==> src/rtl/fetch_unit.sv <==
// Instruction fetch: issues in-order imem requests, queues responses, drops stale ones after redirects.
// Optional FETCH_MISALIGN_CHECK_EN: flag and halt on misaligned redirect targets.
module fetch_unit #(
  parameter logic [31:0] RESET_PC        = 32'h0000_0000,
  parameter int          QUEUE_DEPTH     = 4,
  parameter int          MAX_OUTSTANDING = 2
) (
  input  logic        clk,
  input  logic        reset,
  output logic        imem_req_valid,
  input  logic        imem_req_ready,
  output logic [31:0] imem_req_addr,
  input  logic        imem_resp_valid,
  input  logic [31:0] imem_resp_data,
  input  logic        redirect_valid,
  input  logic [31:0] redirect_pc,
  output logic        if_valid,
  input  logic        if_ready,
  output logic [31:0] if_pc,
  output logic [31:0] if_instr,
  output logic        fetch_misaligned
);

  localparam int QAW = $clog2(QUEUE_DEPTH);
  localparam int CW  = $clog2(QUEUE_DEPTH + 1);
  localparam int FAW = (MAX_OUTSTANDING > 1) ? $clog2(MAX_OUTSTANDING) : 1;
  localparam logic [CW-1:0]  QD    = CW'(QUEUE_DEPTH);
  localparam logic [CW-1:0]  MO    = CW'(MAX_OUTSTANDING);
  localparam logic [FAW-1:0] FLAST = FAW'(MAX_OUTSTANDING - 1);

  logic [31:0]    fetch_pc;
  logic [CW-1:0]  q_count;
  logic [CW-1:0]  outstanding;
  logic [CW-1:0]  drop_cnt;
  logic [QAW-1:0] q_head;
  logic [QAW-1:0] q_tail;
  logic [31:0]    q_pc    [QUEUE_DEPTH];
  logic [31:0]    q_instr [QUEUE_DEPTH];
  logic [31:0]    fl_pc   [MAX_OUTSTANDING];
  logic [FAW-1:0] fl_wr;
  logic [FAW-1:0] fl_rd;
  logic [31:0]    target_pc;
  logic           halted;
  logic           req_fire;
  logic           resp_keep;
  logic           pop;

`ifdef FETCH_MISALIGN_CHECK_EN
  assign target_pc = redirect_pc;

  // A misaligned target parks the fetcher until an aligned redirect arrives.
  always_ff @(posedge clk) begin
    if (reset) begin
      halted <= 1'b0;
    end else if (redirect_valid) begin
      halted <= (redirect_pc[1:0] != 2'b00);
    end
  end

  assign fetch_misaligned = halted && !reset;
`else
  assign target_pc        = redirect_pc & 32'hFFFF_FFFC;
  assign halted           = 1'b0;
  assign fetch_misaligned = 1'b0;
`endif

  always_comb begin
    imem_req_valid = !reset && !redirect_valid && !halted
                   && (({1'b0, q_count} + {1'b0, outstanding}) < {1'b0, QD})
                   && (outstanding < MO);
    imem_req_addr  = fetch_pc;
    req_fire       = imem_req_valid && imem_req_ready;
    resp_keep      = imem_resp_valid && (drop_cnt == '0) && !redirect_valid;
    if_valid       = !reset && (q_count != '0);
    pop            = if_valid && if_ready;
    if_pc          = if_valid ? q_pc[q_head]    : 32'h0;
    if_instr       = if_valid ? q_instr[q_head] : 32'h0;
  end

  always_ff @(posedge clk) begin
    if (reset) begin
      fetch_pc    <= RESET_PC;
      q_count     <= '0;
      q_head      <= '0;
      q_tail      <= '0;
      outstanding <= '0;
      drop_cnt    <= '0;
      fl_wr       <= '0;
      fl_rd       <= '0;
    end else begin
      if (req_fire) begin
        fl_wr <= (fl_wr == FLAST) ? '0 : fl_wr + 1'b1;
      end
      if (imem_resp_valid) begin
        fl_rd <= (fl_rd == FLAST) ? '0 : fl_rd + 1'b1;
      end
      outstanding <= outstanding + CW'(req_fire) - CW'(imem_resp_valid);

      if (redirect_valid) begin
        // outstanding already counts pending drops, so every in-flight reply becomes stale
        fetch_pc <= target_pc;
        drop_cnt <= outstanding - CW'(imem_resp_valid);
        q_count  <= '0;
        q_head   <= '0;
        q_tail   <= '0;
      end else begin
        if (req_fire) begin
          fetch_pc <= fetch_pc + 32'd4;
        end
        drop_cnt <= drop_cnt - CW'(imem_resp_valid && (drop_cnt != '0));
        if (resp_keep) begin
          q_tail <= q_tail + 1'b1;
        end
        if (pop) begin
          q_head <= q_head + 1'b1;
        end
        q_count <= q_count + CW'(resp_keep) - CW'(pop);
      end
    end
  end

  always_ff @(posedge clk) begin
    if (req_fire) begin
      fl_pc[fl_wr] <= fetch_pc;
    end
    if (resp_keep) begin
      q_pc[q_tail]    <= fl_pc[fl_rd];
      q_instr[q_tail] <= imem_resp_data;
    end
  end

endmodule

==> config.mk <==
export PLATFORM = sky130hd
export DESIGN_NAME = fetch_unit
export DESIGN_NICKNAME = d
export VERILOG_FILES = /design/src/rtl/fetch_unit.sv
export SDC_FILE = /design/constraint.sdc
export NUM_CORES = 1
export LEC_CHECK = 0
export CORE_ASPECT_RATIO = 0.75
export CORE_MARGIN = 2
export CORE_UTILIZATION = 40
export CTS_CLUSTER_SIZE = 40
export DETAILED_ROUTE_END_ITERATION = 10
export PLACE_DENSITY = 0.7
export SYNTH_ARGS = -nofsm -noshare
export SYNTH_HDL_FRONTEND = slang
export SYNTH_SLANG_ARGS = --single-unit
==> constraint.sdc <==
create_clock -name clk -period 3.9 [get_ports clk]
set_input_delay 0.975 -clock clk [delete_from_list [all_inputs] [get_ports clk]]
set_output_delay 0.975 -clock clk [all_outputs]
set_load 0.03 [all_outputs]
==> impl_results.md, run 1 <==
* Status: complete, no violations
* RSZ-0062 raised after global routing: no
* Avg Cell Area, Syn at 17.2 µm²
* Mux share of post-synthesis cell area at around an eighth
* Via count at ~8000
* Top cell type by total area after synthesis: edfxtp_1
* Post-cts hold buffer count at 0
* Utilization after layout at roughly half
* Initial antenna violation count at 0
* Combinational share of power at under 10%
* Area Overhead vs Synth at 26.9%
* Crit path kind: input port to output pin
* Sequential Power Share at roughly half
* Fmax at 289 MHz
* Final period utilization at roughly 89%
* Post-Synth Adder-Cell Area at between 1.5 and 2%
* Clock share of power at about two fifths
* YS warnings at 0
* Total grt overflow at 0
* Post-Synth XOR/XNOR Area at 1.04%
* Core Region at about 0.035 mm²
* Post-synth EDFFs at approximately 310
* First-pass GRT wire length at 48400 µm
* Drt drc at 0
* GRT Util Overall at 17.0%
* Post-DP HPWL at ~20000 µm
* Via density at between 5 and 6
* Worst skew pair latency at 530 ps
* CTS clk-pin slew, worst paths at approximately 60 ps
* TritonRoute pass-1 iters at 5
* Iter 0 DRT Violations at around 640
* Placer Congestion at 0.830
* Max cap viols at 0
* Setup TNS at 0 ps
* Main flop type after synthesis: edfxtp_1
* TritonCTS buffer count at 37
* Post-synth cell types at between 50 and 60
* Hold Crit Class: register to register
* Synth top area share at roughly 65%
* Routed Antenna Nets at 0
* Vias in the first global route at around 8200
* Sw Share at between 20% and 30%
* Worst EP arrival at 2480 ps
* Worst path required time at about 3000 ps
* Final setup vio count at 0
* Peak VDD IR at approximately 0.38 mV
* DIE HEIGHT at about 170 µm
* Final nets at between 1000 and 1500
* Share of cells above drive strength 1 at between 20 and 25%
* Clock buffer depth at 3
* Synth Area in Compound Gates at roughly 3.6%
* Post-CTS resize count at 0
* Top-count cell post-synth: edfxtp_1
* Initial Utilization at roughly 40%
* Clock sinks at 356
* Final clock skew at 18.4 ps
* Simple-Gate Fraction of Synth Area at about 7.7%
* DRT Wirelength at roughly 31000 µm
* Port Buf Inserts at ~160
* Top cells by count, synth: edfxtp_1 (308), and2_1 (73), mux4_2 (62)
* ANT cells at 0
* CP max stage delay at between 500 and 600 ps
* Family with the most delay on the worst path: buffers and inverters
* CTS tree: done
* Worst setup EP type: output pin
* Final Hold Vio Count at 0
* Leakage at 0.00608 µW
* CTS root buf: clkbuf_16
* Ys async rst share at 0%
* Setup Buffers After CTS at 0
* Sequential fraction of the synthesis area at between 70% and 80%
* Site Rows at 59
* #FFs+latches synth at roughly 360
* Post-DR wirelength/cell at between 20 and 25 µm
* Slew headroom at between 30% and 40%
* Die X at around 220 µm
* Fillers at 2806
* Post-route minimum period at 3460 ps
* Cell Chain, Critical Path: clkdlybuf4s50_1, nor2_4, buf_4, and2_1, buf_12
* Cell internal pwr at between 6000 and 7000 µW
* Buf/Inv on CP at 3
* H-tree depth at 2
* Post-synthesis cell area at ~0.014 mm²
* Net Sw Power at roughly 1900 µW
* Ports at 169
* Cell Pwr Density at between 400 and 500 mW/mm²
* Ranking of synthesized cells by area: edfxtp_1 (65%), mux4_2 (9.8%), dfxtp_1 (6.7%)
* Die ar. at around 0.037 mm²
* Max FO, Critical Path at 33
* Crit-path slowest cell: clkdlybuf4s50_1
* Largest net degree at the start of global routing at 44
* Setup crit start kind: input port
* Max-slew violations at 0
* Gate Count Post-Synth at around 830
* Worst Tran Pin Value at between 1000 and 1500 ps
* Largest family of logic cells by synthesized area: multiplexers
[power groups by stage]
stage	registers, µW	logic, µW	clock network [µW]
after floorplan	4460	376	0
after global placement	4440	708	0
after detailed placement	4450	723	0
after CTS	4370	729	3770
after global routing	4380	782	3930
final	4370	717	3690
[worst register-to-register path, delay by kind of cell (launching register included)]
| family | cells | cell delay (ps) |
|---|---|---|
| AO/OA/AOI/OAI | 1 | 280 |
| buffers and inverters | 2 | 130 |
| AND/OR/NAND/NOR | 2 | 480 |
| XOR/XNOR | 1 | 140 |
| adder cells (fa/ha/maj) | 4 | 1120 |
| flip-flops | 1 | 420 |
[routing by layer]
layer  global-route usage, %  vias to the layer above  routed length, µm
met5                       0                        -                  0
met4                    4.94                        0                717
met3                    2.86                       50               1610
met2                    28.1                      255              15100
met1                    23.4                     4057              13800
li1                        -                     3616                  -
[cell type report]
class / count / area [µm²] / area share, %
clock buffers: 50 / 1030 / 5.66
clock inverters: 15 / 253 / 1.39
inverters: 25 / 96.3 / 0.531
multi-input cells: 410 / 3810 / 21.0
flip-flops and latches: 356 / 10200 / 56.3
well taps: 457 / 572 / 3.15
repair buffers: 192 / 2170 / 11.9
[metrics by stage]
stage | setup slack [ps] | cells | power (µW) | hold slack, ps | cell area, µm²
2_1_floorplan | 320 | 837 | 4840 | 480 | 14300
3_3_place_gp | 254 | 1440 | 5150 | 494 | 16900
3_5_place_dp | 244 | 1440 | 5170 | 504 | 16900
4_1_cts | 405 | 1505 | 8870 | 521 | 18100
5_1_grt | 336 | 1505 | 9090 | 562 | 18100
6_report | 442 | 1505 | 8780 | 515 | 18100
[cell families after synthesis]
kind of cell             Yosys count
flip-flops                       356
adder cells (fa/ha/maj)           18
AND/OR/NAND/NOR                  196
XOR/XNOR                          17
multiplexers                      95
buffers and inverters             71
AO/OA/AOI/OAI                     79
other                              1
[registers in the layout (all words and copies together) (netlist names), named ones only]
signal / count
q_instr: 128
q_pc: 120
fl_pc: 60
imem_req_addr: 30
drop_cnt: 3
outstanding: 3
q_count: 3
q_head: 2
q_tail: 2
fl_rd: 1
fl_wr: 1
[cell usage in the layout (no fill, tap or decap), types with 4 or more instances in the layout]
cell,netlist,layout
edfxtp_1,308,308
clkdlybuf4s50_1,0,96
and2_1,73,69
mux4_2,62,62
buf_4,6,56
dfxtp_1,48,46
buf_12,0,39
clkbuf_16,0,38
nor2_1,34,32
mux2_2,31,31
nand2_1,25,25
inv_1,24,24
a21oi_1,23,23
ha_1,16,16
o21ai_0,14,14
nand4_1,13,13
xnor2_1,12,12
a31oi_1,11,11
nor2b_1,10,10
nand3_1,10,10
clkbuf_1,29,9
nor3_1,7,7
a32oi_1,6,6
bufinv_16,0,6
and3_1,5,5
xor2_1,5,5
o21a_1,5,5
conb_1,1,5
and2_4,0,4
[final timing paths]
path | from | to | slack (ps) | cells past startpoint
setup / recovery | reset | if_pc[8] | 440 | 5
hold / removal | fl_rd | register | 510 | 2
hold reg to reg | fl_rd | register | 510 | 2
setup reg to reg | q_count[1] | outstanding[2] | 1220 | 10
(Power assumes the default switching activity.)
==> run 2, diff against run 1 <==
==> constraint.sdc (replaced) <==
create_clock -name clk -period 3.75 [get_ports clk]
set_input_delay 0.9375 -clock clk [delete_from_list [all_inputs] [get_ports clk]]
set_output_delay 0.9375 -clock clk [all_outputs]
set_load 0.03 [all_outputs]
==> run 2 against run 1 <==
Effect of this change: sequential share of layout area up 0.47 points; final cell count hardly changed; clock skew about the same; non-clock buffer count down 2; final area shrank 0.83%; die area unchanged; worst setup slack worse by 63 ps; total power fell by 0.26%; sequential cell count stayed put; via count shrank 1.4%; global-route usage is 0.55 points lower; count of clock-buffer cells in the layout increased by 2; largest cell class unchanged; largest power group unchanged.
==> impl_results.md, run 2 (synthesis gave the netlist of run 1 again) <==
* Status: complete, no violations
* Port Buf Inserts at about 160
* CTS tree: done
* Post-Place Worst Slack at 308 ps
* Site Rows at 59
* Max FO, Critical Path at 58
* Peak VDD IR at between 0.3 and 0.4 mV
* Setup crit start kind: input port
* Hold Crit Class: register to register
* Sequential Power Share at 52.0%
* Worst setup EP type: output pin
* Final worst slack at 379 ps
* Max cap viols at 0
* Initial antenna violation count at 0
* Clock share of power at 39.7%
* Post-DR wirelength/cell at ~20 µm
* Core Region at 0.0349 mm²
* Seq. cell area at about 0.010 mm²
* Total grt overflow at 0
* CTS root buf: clkbuf_16
* Sw Share at between 20% and 30%
* Clock buffer depth at 3
* Cell Pwr Density at roughly 490 mW/mm²
* Leakage at between 0.005 and 0.006 µW
* RSZ-0062 raised after global routing: no
* CTS clk-pin slew, worst paths at approximately 50 ps
* Hold path startpoint: fl_rd
* Share of cells above drive strength 1 at roughly a quarter
* Final nets at ~1100
* Die X at between 200 and 250 µm
* Worst Tran Pin Value at between 1000 and 1500 ps
* Post-route minimum period at roughly 3400 ps
* ANT cells at 0
* Max-slew violations at 0
* Commonest non-fill, non-tap cell in the layout: edfxtp_1
* Clock sinks at about 360
* Leading cell types in the layout, fill and taps excluded: edfxtp_1 (308), clkdlybuf4s50_1 (96), and2_1 (69), mux4_2 (62), buf_4 (54)
* Worst EP arrival at approximately 2400 ps
* Iter 0 DRT Violations at 590
* Start point of the critical path: reset
* Net Sw Power at 1930 µW
* Crit path kind: input port to output pin
* Routed Antenna Nets at 0
* Cell Chain, Critical Path: clkdlybuf4s50_1, buf_4, nor2_4, buf_12, and2_1, buf_12
* Initial Utilization at 40.9%
* First-pass GRT wire length at ~47000 µm
* GRT Util Overall at 16.5%
* Crit-path slowest cell: clkdlybuf4s50_1
* Post-DP Area at 0.0168 mm²
* Post-Layout Inst Area at 0.0180 mm²
* Final clock skew at between 15 and 20 ps
* Fillers at roughly 2900
* Setup Buffers After CTS at 0
* Max reg flops at around 130
* Post-cts hold buffer count at 0
* Worst skew pair latency at 530 ps
* Post-DP HPWL at approximately 19000 µm
* Post-CTS resize count at 0
* Largest regs: q_instr: 128 flops, q_pc: 120 flops, fl_pc: 60 flops
* Vias in the first global route at 8087
* Cell internal pwr at ~6800 µW
* Biggest register: q_instr
* TritonRoute pass-1 iters at 4
* Slew headroom at between 20% and 30%
* TritonCTS buffer count at 38
* Die ar. at 0.0373 mm²
* Drt drc at 0
* Final setup vio count at 0
* H-tree depth at 2
* Final period utilization at approximately nine tenths
* DIE HEIGHT at 168 µm
* Worst path required time at around 2800 ps
* Setup TNS at 0 ps
* Final Hold Vio Count at 0
* Placer Congestion at slightly above 0.8
* Area Overhead vs Synth at 25.9%
* DRT Wirelength at just over 30000 µm
* Via count at 7868
* Area of the multi-input gates at approximately 0.0038 mm²
* Via density at about 5.2
* Most used cell, CP: buf_12
* CP max stage delay at approximately 420 ps
* R2R Path Start: q_count[1]
* Fmax at around 300 MHz
* Largest net degree at the start of global routing at 59
* Ports at roughly 170
* Combinational share of power at ~8.4%
[run 2: critical path, delay by kind of cell]
family / cells / cell delay (ps)
buf+inv: 4 / 1020
simple gates: 2 / 440
[run 2: area by class of cell]
cell class	instances	area share, %
clock buffer	52	5.58
clock inverter	14	0.772
inverter	25	0.536
multi-input combinational	410	21.2
sequential	356	56.8
tap	457	3.18
timing repair buffer	190	12.0
[run 2: per-stage QoR]
stage / utilization (%) / total power [µW] / hold WS, ps / instances
after floorplan: - / 5030 / 480 / 837
after global placement: 48.2 / 5350 / 495 / 1438
after detailed placement: 48.2 / 5370 / 498 / 1438
after CTS: 51.5 / 8860 / 515 / 1504
after global routing: 51.5 / 9090 / 543 / 1504
final: 51.5 / 8750 / 511 / 1504
[run 2: worst paths after layout]
check | endpoint | slack [ps] | cells past startpoint
setup / recovery | if_pc[5] | 380 | 6
hold / removal | fl_rd | 510 | 2
setup reg to reg | outstanding[2] | 1050 | 10
hold reg to reg | fl_rd | 510 | 2
[run 2: power by group through the flow]
stage	Sequential (µW)	Combinational (µW)	Clock [µW]
floorplan	4640	391	0
finish	4550	732	3470
detailed placement	4630	737	0
CTS	4550	742	3570
global route	4560	797	3730
global placement	4620	725	0
[run 2: per-layer routing]
layer,wire (µm),track usage (%),vias up
li1,-,-,3617
met1,13900,22.8,4010
met2,14700,27.2,205
met3,1490,3.21,36
met4,427,3.61,0
met5,0,0,-
==> run 3, diff against run 2 <==
--- a/config.mk
+++ b/config.mk
@@ -5,6 +5,7 @@
 export SDC_FILE = /design/constraint.sdc
 export NUM_CORES = 1
 export LEC_CHECK = 0
+export CAP_MARGIN = 20
 export CORE_ASPECT_RATIO = 0.75
 export CORE_MARGIN = 2
 export CORE_UTILIZATION = 40
==> constraint.sdc (replaced) <==
create_clock -name clk -period 3.75 [get_ports clk]
set_input_delay 0.375 -clock clk [delete_from_list [all_inputs] [get_ports clk]]
set_output_delay 0.375 -clock clk [all_outputs]
set_load 0.03 [all_outputs]
==> run 3 against run 2 <==
Effect of this change: clock skew shrank 6.4 ps; critical path depth is 2 lower; final cell count shrank 0.47%; routed wire length decreased by 0.73%; die area stayed put; final area is 0.77% lower; sequential power is essentially flat; first-iteration DRC count down 1.0%; via count increased by 0.10%; register-to-register slack gained 40 ps; total power decreased by 0.78%; largest power group unchanged; highest routed layer unchanged.
==> impl_results.md, run 3 (synthesis gave the netlist of run 1 again) <==
* Status: complete, no violations
* H-tree depth at 2
* Seq. cell area at about 0.010 mm²
* DRT Wirelength at slightly above 30000 µm
* Post-Layout Inst Area at 0.0178 mm²
* Final nets at about 1100
* Post-CTS resize count at 0
* Core Region at ~0.035 mm²
* Port Buf Inserts at 161
* Post-cts hold buffer count at 0
* Final period utilization at just over 80%
* TritonRoute pass-1 iters at 5
* Routed Antenna Nets at 0
* Area Overhead vs Synth at 24.9%
* Fillers at about 2800
* Family with the most delay on the worst path: simple AND/OR/NAND/NOR gates
* Largest net degree at the start of global routing at 44
* Initial antenna violation count at 1
* Final Hold Vio Count at 0
* Setup Buffers After CTS at 0
* Area of the multi-input gates at around 0.0038 mm²
* GRT Util Overall at between 10% and 20%
* Worst r2r path cells at 10
* Largest regs: q_instr: 128 flops, q_pc: 120 flops, fl_pc: 60 flops
* Site Rows at 59
* Die ar. at ~0.037 mm²
* Setup crit start kind: register
* Max reg flops at roughly 130
* Ports at between 150 and 200
* CTS tree: done
* Share of cells above drive strength 1 at a little under a quarter
* Via count at a little under 8000
* Commonest non-fill, non-tap cell in the layout: edfxtp_1
* Iter 0 DRT Violations at a little under 600
* Total grt overflow at 0
* Leakage at between 0.005 and 0.006 µW
* Post-DP HPWL at between 15000 and 20000 µm
* Drt drc at 0
* Worst setup EP type: output pin
* R2R Path Start: q_count[1]
* Worst path required time at 3380 ps
* Peak VDD IR at 0.353 mV
* Leading cell types in the layout, fill and taps excluded: edfxtp_1 (308), clkdlybuf4s50_1 (104), and2_1 (69), mux4_2 (62), buf_4 (47)
* Final worst slack at about 690 ps
* Clock buffer depth at 3
* Clock sinks at ~360
* DIE HEIGHT at between 150 and 200 µm
* Post-DP Area at between 0.015 and 0.02 mm²
* Die X at roughly 220 µm
* Post-route minimum period at 3060 ps
* Placer Congestion at between 0.8 and 0.9
* Worst hold slack at 293 ps
* Post-Place Worst Slack at ~740 ps
* Crit path kind: register to output pin
* TritonCTS buffer count at 36
* Cell Chain, Critical Path: ha_1, nor4b_1, and2_1, clkdlybuf4s50_1
* Final setup vio count at 0
* First-pass GRT wire length at roughly 47000 µm
* Crit-path slowest cell: clkdlybuf4s50_1
* CP max stage delay at approximately 670 ps
* Initial Utilization at about two fifths
* Worst Tran Pin Value at 1020 ps
* Hold Crit Class: input port to register
* R2R setup slack at about 1100 ps
* CTS clk-pin slew, worst paths at 60 ps
* Final clock skew at between 10 and 15 ps
* Biggest register: q_instr
* Critical R2R Capture: outstanding[2]
* Cell Pwr Density at 487 mW/mm²
* Worst skew pair latency at around 540 ps
* Start point of the critical path: q_count[2]
* Max FO, Critical Path at 4
* Via density at about 5.3
* WP depth at 4
* RSZ-0062 raised after global routing: no
* Final non-filler cell total at 1497
* Worst Setup EP: imem_req_valid
* CTS root buf: clkbuf_16
* Slew headroom at 31.6%
* Max-slew violations at 0
* Fmax at between 300 and 400 MHz
* Buf/Inv on CP at 1
* Dpl cells at roughly 1400
* Worst EP arrival at ~2700 ps
* Vias in the first global route at approximately 8100
* Max cap viols at 0
* Post-DR wirelength/cell at around 20 µm
* Setup TNS at 0 ps
run 3: changes by cell type in the layout (fill, tap and decap cells not counted):
cell             before  now
inv_16                0    1
clkbuf_16            38   36
buf_12               39   32
inv_6                 3    1
clkbuf_1             14    8
clkinvlp_4            1    2
clkinv_2              2    7
diode_2               0    1
buf_4                54   47
clkinv_4              0    1
clkdlybuf4s50_1      96  104
run 3: final cells by class:
cell class,count,share of cell area [%]
Sequential cell,356,57.2
Multi-Input combinational cell,410,21.3
Timing Repair Buffer,184,11.4
Clock buffer,44,5.22
Tap cell,457,3.20
Clock inverter,20,1.02
Inverter,25,0.540
Antenna cell,1,0.0140
run 3: metal layers:
layer	up-vias	wire (µm)	GRT usage, %
li1	3595	-	-
met2	244	14700	27.4
met1	3988	13300	22.4
met4	0	554	4.11
met3	49	1760	3.09
met5	-	0	0
run 3: worst min path at each step:
stage	from	to	slack (ps)	cells after the start
final	redirect_valid	imem_req_addr[3]	290	3
after global routing	redirect_valid	imem_req_addr[8]	300	2
after CTS	redirect_valid	imem_req_addr[8]	280	2
after detailed placement	fl_rd	fl_rd	510	2
after global placement	fl_rd	register	490	2
after floorplan	imem_resp_data[0]	q_instr[0][0]	470	0
run 3: worst min-delay path, cell delays in order:
cell     delay [ps]
buf_2           190
mux2i_1         150
nor2_1           70
run 3: report_power, final:
group          switching (µW)  internal (µW)
combinational             401            332
clock                    1490           1930
sequential               81.6           4460
run 3: metrics by stage:
step / total power (µW) / util, %
after floorplan: 5030 / -
after global placement: 5340 / 47.9
after detailed placement: 5360 / 47.9
after CTS: 8790 / 51.1
after global routing: 9010 / 51.1
final: 8680 / 51.1
==> variant 1: new RTL, settings of run 1 <==
The parameter `QUEUE_DEPTH` goes from 4 to 8.
--- a/src/rtl/fetch_unit.sv
+++ b/src/rtl/fetch_unit.sv
@@ -3,5 +3,5 @@
 module fetch_unit #(
   parameter logic [31:0] RESET_PC        = 32'h0000_0000,
-  parameter int          QUEUE_DEPTH     = 4,
+  parameter int          QUEUE_DEPTH     = 8,
   parameter int          MAX_OUTSTANDING = 2
 ) (
Check against the original RTL: no difference found for any inputs over 4 cycles, from zero or initial values and one cycle with reset high; that may be too few to reach the edited logic, so the function may still have changed.
==> variant 1 against run 1 <==
  * Setup slack lost 0.28 ns
  * Design area grew 60%
  * Routed wire length increased by 64%
  * Critical path depth unchanged
  * Total power increased by 58%
  * Cell count rose by 53%
  * Area after synthesis rose by 68%
  * Sequential cell count up 254
  * Largest power group unchanged
==> variant 1: results <==
set metrics [dict create \
    ys_types 57 \
    clk_latency_ns 0.62 \
    place_congestion 0.806 \
    arrival_ns 2.76 \
    relSlewSlack_pct 48.9 \
    final_nets 1567 \
    fin_skew_ns 0.0188 \
    crit_fanout 13 \
    grt_max_degree 63 \
    firstDrtPassIters 7 \
    worst_path_largest_cell_delay_ns 0.60 \
    cellLeakagePower_nw 9.08 \
    reg_top3 "q_instr x256, q_pc x240, fl_pc x60" \
    synth_edf_count 556 \
    vias 12300 \
    grt_pass1_wl_um 78000 \
    ys_seq_area_share_pct 73.9 \
    cts_buffers 56 \
    grt_use_total_pct 16.6 \
    status "finished, final reports clean" \
    grt_pass1_vias 12700 \
    drive_gt1_share_pct 22.5 \
    dp_hpwl_um 30800 \
    dpl.cell_count 2201 \
    fin_cells 2310 \
]
## variant 1: stage by stage
stage	setup WS, ns	hold WS [ns]	instance area, um2	setup TNS [ns]
final	0.165	0.510	28900	0
after global routing	0.0115	0.531	28900	0
after CTS	-0.0211	0.515	28900	-0.0276
after detailed placement	0.205	0.496	27000	0
after global placement	0.222	0.475	27000	0
after floorplan	-0.611	0.454	24100	-198.39
## variant 1: worst paths after layout
| check | start | depth (start not counted) | to | slack [ns] |
|---|---|---|---|---|
| setup / recovery | flop | 5 | if_instr[11] | 0.17 |
| hold / removal | q_head[1] | 2 | flop | 0.51 |
| setup reg to reg | outstanding[1] | 12 | outstanding[2] | 1.09 |
| hold reg to reg | q_head[1] | 2 | flop | 0.51 |
## variant 1: timing repair
action,CTS,global route
pin swaps,0,0
gates cloned,0,1
gates resized for setup,6,2
setup buffers,0,4
setup endpoints to repair,5,21
## variant 1: power by group
part | leakage, nW | switching [mW] | total [mW] | internal [mW]
logic | 2.72 | 0.546 | 0.941 | 0.395
clock network | 0.893 | 2.38 | 5.51 | 3.13
registers | 5.46 | 0.0946 | 7.38 | 7.28
total | 9.08 | 3.02 | 13.8 | 10.8
## variant 1: final cells by class
cell class              instances  area, um2
repair buffers                214       2230
diodes                          1       2.50
clock buffers                  65       1450
flip-flops and latches        610      17800
multi-input cells             565       5970
well taps                     790        988
clock inverters                38        402
inverters                      27        101
fillers                      4854      30200
## variant 1: logic make-up (layout without fill, tap and decap cells)
family	count (synthesis)	in the layout	share of synthesized area, %
flops	610	610	73.9
simple gates	224	224	4.58
mux	218	218	15.7
buf+inv	91	344	1.60
compound gates	76	76	2.23
fa+ha+maj	23	23	1.26
xor+xnor	19	19	0.692
other cells	1	6	0.0156
## variant 1: metal layers
layer	vias to the layer above	part of all wire (%)	track usage, %
met5	-	0	0
met4	0	1.7	4.06
met3	64	5.5	3.07
met2	352	47	25.9
met1	6407	46	24.2
li1	5485	-	-
## variant 1: critical path: cells and delay by family (launching register included)
family	cells	cell delay (ns)
buf+inv	2	0.89
mux	2	0.66
flops	1	0.49
simple gates	1	0.09
==> variant 2: new RTL, flow settings as in run 1 <==
Made on the original files. Build with the macro `FETCH_MISALIGN_CHECK_EN` defined.
--- a/src/rtl/fetch_unit.sv
+++ b/src/rtl/fetch_unit.sv
@@ -1,4 +1,6 @@
 // Instruction fetch: issues in-order imem requests, queues responses, drops stale ones after redirects.
 // Optional FETCH_MISALIGN_CHECK_EN: flag and halt on misaligned redirect targets.
+`define FETCH_MISALIGN_CHECK_EN
+
 module fetch_unit #(
   parameter logic [31:0] RESET_PC        = 32'h0000_0000,
Behaviour: not the same (a bounded check fails within 4 cycles, from zero or initial values and one cycle with reset high).
==> variant 2 against run 1 <==
  * Routed wire length increased by 4.5%
  * Count of clock-buffer cells in the layout decreased by 4
  * Setup slack improved by 0.025 ns
  * Total power increased by 2.0%
  * Synthesized cell count increased by 2.4%
  * Design area increased by 2.6%
  * Sequential cell count increased by 15
  * Area after synthesis increased by 3.3%
  * Critical endpoint is now imem_req_valid
  * Largest cell class unchanged
==> variant 2: results <==
set metrics [dict create \
    worstMarginPinSlew_ns 0.912 \
    io_buffer_count 168 \
    grt_max_degree 68 \
    synth_edf_count 320 \
    antenna_found_initial 0 \
    ys_seq_area_share_pct 72.0 \
    reg_top3 "q_instr x128, q_pc x128, fl_pc x64" \
    vias 8133 \
    drive_gt1_share_pct 24.5 \
    cts_root_buffer "clkbuf_16" \
    rows 60 \
    firstDrtPassIters 4 \
    grt_use_total_pct 17.3 \
    place_congestion 0.874 \
    fill_cells 2978 \
    fin_skew_ns 0.0213 \
    ir_drop_uv 331 \
    crit_fanout 7 \
    final_nets 1130 \
    ys_types 47 \
    reg2regPathDepth 9 \
    drtIter0Drc 638 \
    rr_startpoint "q_count[2]" \
    status "finished, final reports clean" \
    grt_pass1_wl_um 49900 \
    wl_um 32700 \
    cts_buffers 38 \
    dp_hpwl_um 20700 \
    yosys_warnings 0 \
    grt_use_met2_pct 27.6 \
    clk_path_buf_depth 3 \
    grt_pass1_vias 8414 \
    grt_use_met3_pct 3.54 \
    r2r_slack_ns 0.95 \
    worst_path_largest_cell_delay_ns 0.58 \
    synthTopCellsByCount "edfxtp_1 (320), and2_1 (76), mux4_2 (64), dfxtp_1 (51), nand2_1 (34)" \
    min_from "fl_wr" \
    insertedDiodeCount 0 \
    p_sw_mw 1.95 \
    cellLeakagePower_nw 6.15 \
    crit_slowest_cell "or4_4" \
    htree_levels 2 \
    use_met1_pct 24.0 \
]
==> variant 2: cells by family (layout without fill, tap and decap cells) <==
kind of cell | Yosys count | count (layout) | share of synthesized area (%)
AND/OR/NAND/NOR | 220 | 220 | 8.33
buffers and inverters | 61 | 280 | 1.66
adder cells (fa/ha/maj) | 18 | 18 | 1.63
flip-flops | 371 | 371 | 72.0
XOR/XNOR | 16 | 16 | 0.950
multiplexers | 99 | 99 | 12.4
AO/OA/AOI/OAI | 68 | 68 | 2.98
==> variant 2: worst max-delay path by stage <==
stage / start / endpoint / cells past startpoint
2_1_floorplan: redirect_valid / fl_pc[0][0] / 6
3_3_place_gp: redirect_valid / outstanding[2] / 9
3_5_place_dp: redirect_valid / outstanding[2] / 9
4_1_cts: flop / if_pc[2] / 4
5_1_grt: flop / if_pc[2] / 4
6_report: redirect_valid / imem_req_valid / 4
==> variant 2: worst max-delay path, delay by kind of cell <==
family                 cells  cell delay, ns
buffers and inverters      2            0.65
and+or+nand+nor            2            0.83
==> variant 2: layout make-up <==
class	instances	area share, %
Sequential cell	371	57.2
Multi-Input combinational cell	421	21.0
Timing Repair Buffer	193	11.2
Clock buffer	46	5.38
Tap cell	496	3.33
Clock inverter	24	1.65
Inverter	17	0.343
==> variant 2: per-stage QoR <==
step                      cells  cell area (um2)  hold WS, ns  setup TNS (ns)  setup slack [ns]
after floorplan             853            14800        0.445          -24.50            -0.383
after global placement     1498            17300        0.464               0             0.183
after detailed placement   1498            17300        0.477               0             0.155
after CTS                  1568            18600        0.487               0             0.398
after global routing       1568            18600        0.520               0             0.304
final                      1568            18600        0.485               0             0.467
==> variant 2: per-layer routing <==
metal  vias to the layer above  wire (um)
met5                         -          0
met4                         0        710
met3                        49       1780
met2                       213      15500
met1                      4155      14700
li1                       3716          -
==> variant 2: power by group through the flow <==
stage / combinational [mW] / sequential [mW] / clock (mW)
after floorplan: 0.347 / 4.62 / 0
after global placement: 0.663 / 4.60 / 0
after detailed placement: 0.676 / 4.61 / 0
after CTS: 0.679 / 4.53 / 3.86
after global routing: 0.727 / 4.54 / 4.02
final: 0.668 / 4.53 / 3.76
